--- src/rtl/alt_run_detector_if.sv ---
// Sample/result bundle for alt_run_detector.
//   valid_i, x_i, mode_i, clear_i : sample qualifier, bit, overlap mode, clear
//   y_o, run_len_o, last_bit_o, det_count_o : registered detector results
interface alt_run_detector_if #(
    parameter int unsigned RUN_W = 8,
    parameter int unsigned CNT_W = 16
);
    logic             valid_i;
    logic             x_i;
    logic             mode_i;
    logic             clear_i;
    logic             y_o;
    logic [RUN_W-1:0] run_len_o;
    logic             last_bit_o;
    logic [CNT_W-1:0] det_count_o;

    // Sample source side
    modport master (
        output valid_i, x_i, mode_i, clear_i,
        input  y_o, run_len_o, last_bit_o, det_count_o
    );

    // Detector side
    modport slave (
        input  valid_i, x_i, mode_i, clear_i,
        output y_o, run_len_o, last_bit_o, det_count_o
    );
endinterface

--- src/rtl/alt_run_detector.sv ---
// Alternating-run detector: tracks the length of the current run of strictly
// alternating accepted samples and pulses y_o one cycle after the run reaches
// MIN_LEN (overlapping or non-overlapping), with a saturating detection count.
//   clk, reset : rising-edge clock, synchronous active-high reset
//   bus        : sample inputs and registered results (alt_run_detector_if)
module alt_run_detector #(
    parameter int unsigned MIN_LEN = 3,
    parameter int unsigned RUN_W   = 8,
    parameter int unsigned CNT_W   = 16
) (
    input  logic               clk,
    input  logic               reset,
    alt_run_detector_if.slave  bus
);
    localparam logic [RUN_W-1:0] RUN_MAX = {RUN_W{1'b1}};
    localparam logic [CNT_W-1:0] CNT_MAX = {CNT_W{1'b1}};
    localparam logic [RUN_W-1:0] MIN_V   = RUN_W'(MIN_LEN);

    logic [RUN_W-1:0] r_run;
    logic             r_last;
    logic             r_y;
    logic [CNT_W-1:0] r_cnt;

    logic [RUN_W-1:0] w_run_next;
    logic [RUN_W-1:0] w_run_d;
    logic             w_last_d;
    logic             w_det;
    logic [CNT_W-1:0] w_cnt_d;

    // Next-state for run length, last bit and counter on an accepted sample
    always_comb begin
        w_run_next = RUN_W'(1);
        w_det      = 1'b0;
        w_run_d    = r_run;
        w_last_d   = r_last;
        w_cnt_d    = r_cnt;

        // An empty history or a repeated bit restarts the run at this sample
        if ((r_run != '0) && (bus.x_i != r_last)) begin
            w_run_next = (r_run == RUN_MAX) ? RUN_MAX : r_run + RUN_W'(1);
        end

        if (bus.valid_i) begin
            w_det    = bus.mode_i ? (w_run_next == MIN_V) : (w_run_next >= MIN_V);
            // Non-overlapping hits drop all history so the next sample starts fresh
            w_run_d  = (bus.mode_i && w_det) ? '0 : w_run_next;
            w_last_d = bus.x_i;
            if (w_det && (r_cnt != CNT_MAX)) begin
                w_cnt_d = r_cnt + CNT_W'(1);
            end
        end
    end

    // State and output registers; clear behaves like reset and drops the sample
    always_ff @(posedge clk) begin
        if (reset || bus.clear_i) begin
            r_run  <= '0;
            r_last <= 1'b0;
            r_y    <= 1'b0;
            r_cnt  <= '0;
        end else begin
            r_run  <= w_run_d;
            r_last <= w_last_d;
            r_y    <= w_det;
            r_cnt  <= w_cnt_d;
        end
    end

    assign bus.y_o         = r_y;
    assign bus.run_len_o   = r_run;
    assign bus.last_bit_o  = r_last;
    assign bus.det_count_o = r_cnt;
endmodule

--- src/flat_wrapper.sv ---
// flat-port wrapper written by rule: the top's interface ports become plain ports
module alt_run_detector_flat 
#(
    parameter int unsigned MIN_LEN = 3,
    parameter int unsigned RUN_W   = 8,
    parameter int unsigned CNT_W   = 16
)
  (clk, reset, bus_valid_i, bus_x_i, bus_mode_i, bus_clear_i, bus_y_o, bus_run_len_o, bus_last_bit_o, bus_det_count_o);
  alt_run_detector_if #(.RUN_W(RUN_W), .CNT_W(CNT_W)) bus_i ();
  input  logic clk;
  input  logic reset;
  input wire logic [$bits(bus_i.valid_i)-1:0] bus_valid_i;
  input wire logic [$bits(bus_i.x_i)-1:0] bus_x_i;
  input wire logic [$bits(bus_i.mode_i)-1:0] bus_mode_i;
  input wire logic [$bits(bus_i.clear_i)-1:0] bus_clear_i;
  output wire logic [$bits(bus_i.y_o)-1:0] bus_y_o;
  output wire logic [$bits(bus_i.run_len_o)-1:0] bus_run_len_o;
  output wire logic [$bits(bus_i.last_bit_o)-1:0] bus_last_bit_o;
  output wire logic [$bits(bus_i.det_count_o)-1:0] bus_det_count_o;
  assign bus_i.valid_i = bus_valid_i;
  assign bus_i.x_i = bus_x_i;
  assign bus_i.mode_i = bus_mode_i;
  assign bus_i.clear_i = bus_clear_i;
  assign bus_y_o = bus_i.y_o;
  assign bus_run_len_o = bus_i.run_len_o;
  assign bus_last_bit_o = bus_i.last_bit_o;
  assign bus_det_count_o = bus_i.det_count_o;
  alt_run_detector #(.MIN_LEN(MIN_LEN), .RUN_W(RUN_W), .CNT_W(CNT_W)) u_core (.clk(clk), .reset(reset), .bus(bus_i));
endmodule
--- config.mk ---
export PLATFORM = sky130hd
export DESIGN_NAME = alt_run_detector_flat
export DESIGN_NICKNAME = d
export VERILOG_FILES = /design/src/rtl/alt_run_detector_if.sv /design/src/rtl/alt_run_detector.sv /design/src/flat_wrapper.sv
export SDC_FILE = /design/constraint.sdc
export NUM_CORES = 1
export LEC_CHECK = 0
export BUFFER_PORTS_ARGS = -buffer_cell sky130_fd_sc_hd__buf_2
export CAP_MARGIN = 20
export CORE_ASPECT_RATIO = 1.4
export CORE_MARGIN = 3
export CORE_UTILIZATION = 30
export CTS_CLUSTER_DIAMETER = 120
export DETAILED_ROUTE_END_ITERATION = 12
export REMOVE_ABC_BUFFERS = 1
export SYNTH_ARGS = -nofsm -noshare
export SYNTH_HDL_FRONTEND = slang
export SYNTH_SLANG_ARGS = --single-unit
--- constraint.sdc ---
create_clock -name clk -period 2.5 [get_ports clk]
set_input_delay 0.125 -clock clk [delete_from_list [all_inputs] [get_ports clk]]
set_output_delay 0.125 -clock clk [all_outputs]
set_load 0.02 [all_outputs]
==> reports/results.tsv <==
metric	value	unit
average size of a mapped cell	8.38	µm²
num ports	32	
Yosys Warn Count	0	
sequential element share of the synthesized area	0.320	
Core Region	5200	µm²
first-pass GRT wire length	6.98	mm
CTS Buf Count	3	
maximum buffer depth of the clock tree	2	
Initial DRC Count	149	
worst-path fanout max	26	
total track usage	0.136	
antenna violations before repair	0	
GRT busiest layer	met2	
GRT Residual Overflow	0	
DRC viols	0	
worst-margin pin slew	0.522	ns
Synth cell types	50	
Num Clock Sinks	26	
vias after detailed routing	1686	
total wire length	4.18	mm
fmax	430	MHz
Layout fillers	565	
Final Setup Violations	0	
most frequent cells in the layout	buf_2 (31), dfxtp_1 (26), a21oi_1 (16)	
latest clock arrival within the worst-skew pair	0.27	ns
GR Util met3	0.0204	
multi-input logic area	1030	µm²
met2 usage	0.222	
mapped cell area	1630	µm²
Synth Area in Simple Gates	0.293	
top cells by area, synth	dfxtp_1 (32%), o31ai_1 (6.0%), a21oi_1 (4.9%)	
relative slew slack	0.651	
met1 GRT Util	0.186	
Clk Tree Root Cell	clkbuf_8	
post-synthesis register bit count	26	
Worst Setup Start Kind	flip-flop	
CTS tree	built	
Worst-path clk slew	0.09	ns
ant diodes	0	
critical path type	flip-flop to flip-flop	
vias in the first global route	1518	
area of the die	6350	µm²
commonest non-fill, non-tap cell in the layout	buf_2	
sequential cell area	520	µm²
CTS H-Tree Depth	1	
Fin. Hold Viols	0	
Port-buffer cells	31	
RSZ-0062 raised after global routing	no	
Initial Util	0.313	
DP HPWL	3.03	mm
Post-CTS Setup Bufs	0	
Post-synth EDFFs	0	
Synth Area in Compound Gates	0.294	
RD Place Congestion	0.869	
post-synthesis mux area share	0.0123	
Yosys top cell area share	0.320	
worst hold path class	primary input to flip-flop	
top_reg_cell synth	dfxtp_1	
share of cells above drive strength 1	0.244	
max cap viols	0	
Post-Synth Adder-Cell Area	0.0231	
largest family of logic cells by synthesized area	compound AO/OA/AOI/OAI gates	
Final #Nets	236	
Antenna Nets Post-Route	0	
drt wl/cell	14.3	µm
Vias/cell	5.79	
peak supply drop	0.000174	V
Tmin final	2.33	ns
Die Y-Extent	93.1	µm
die width	68.2	µm
ys async rst share	0	
Leakage	0.701	nW
Critical Path RT	2.70	ns
largest area contributor in the netlist	dfxtp_1	
status	completed	
share of the core filled with cells	0.372	
Tot Pwr	701	µW
post-synthesis xor/xnor area fraction	0.00539	
crit path DAT	2.53	ns
clk_skew	0.00154	ns
num rows	31	
Worst Setup End Kind	flip-flop	
pin count of the biggest net entering global routing	33	
max-slew violation count	0	
cells after synthesis	194	
area grow syn2layout	18.9	%
pwr dens	363	nW/µm²
Final period util	0.931	
DRT Pass-1 Iters	4	
==> critical path: stages (launching register included) <==
cell and delay [ns]:
dfxtp_1 0.41, ha_2 0.26, buf_4 0.13, and3b_1 0.16, o2111a_1 0.25, o22ai_2 0.23, nor2_4 0.15, nor4b_1 0.34
buf_4 0.17, mux2i_1 0.16
==> flip-flops by register name (all words and copies together), names as in the netlist <==
register and count:
u_core.bus.y_o 1, u_core.bus.run_len_o 8, u_core.bus.last_bit_o 1, u_core.bus.det_count_o 16
==> routing by layer <==
layer,share of wire,vias to the layer above
met5,0,-
met4,0.0069,0
met3,0.050,4
met2,0.49,51
met1,0.45,791
li1,-,840
==> layout make-up <==
class / instances / share of cell area
clock buffers: 3 / 0.0214
inverters: 3 / 0.00583
multi-input cells: 152 / 0.535
flip-flops and latches: 26 / 0.269
well taps: 66 / 0.0427
repair buffers: 41 / 0.126
==> worst paths after layout <==
path / start / endpoint / slack (ns) / cells past startpoint
setup reg to reg: u_core.bus.run_len_o[0] / u_core.bus.det_count_o[13] / 0.17 / 9
hold / removal: bus_x_i / u_core.bus.last_bit_o / 0.12 / 3
setup / recovery: u_core.bus.run_len_o[0] / u_core.bus.det_count_o[13] / 0.17 / 9
hold reg to reg: u_core.bus.det_count_o[14] / u_core.bus.det_count_o[14] / 0.50 / 2
==> metrics by stage <==
| stage | instance area (µm²) | worst slack (ns) | TNS [ns] | cells | hold WS, ns |
|---|---|---|---|---|---|
| after floorplan | 1550 | -0.0230 | -0.0395 | 181 | 0.215 |
| after global placement | 1880 | 0.0355 | 0 | 288 | 0.394 |
| after detailed placement | 1880 | -0.0242 | -0.0242 | 288 | 0.402 |
| after CTS | 1920 | 0.0591 | 0 | 291 | 0.116 |
| after global routing | 1930 | 0.0342 | 0 | 291 | 0.137 |
| final | 1930 | 0.172 | 0 | 291 | 0.116 |
==> cell families (layout without fill, tap and decap cells) <==
group           after synthesis  after routing
compound gates               65             65
xor+xnor                      1              1
fa+ha+maj                     3              3
buf+inv                      16             47
flops                        26             26
mux                           2              2
simple gates                 81             81
==> report_power, final <==
part	internal (mW)	switching [mW]
registers	0.415	0.00152
logic	0.0146	0.0336
clock network	0.108	0.128
total	0.538	0.164
==> cell usage after synthesis (all sizes together), types with 3 or more instances <==
cell,count
inv,3
and3,8
o311ai,3
o31ai,13
ha,3
o41ai,3
nand2,13
nand3,8
o21ai,6
a31oi,4
nor2,10
or4,10
a21oi,17
a211oi,7
or3,6
clkbuf,3
nand4,9
and4,6
buf,10
dfxtp,26
==> repair_timing <==
item                       4_1_cts  5_1_grt
resized for setup                1        2
hold buffers                     0        0
setup endpoints to repair        1       10
No activity file was read; power rests on OpenSTA's default activity.
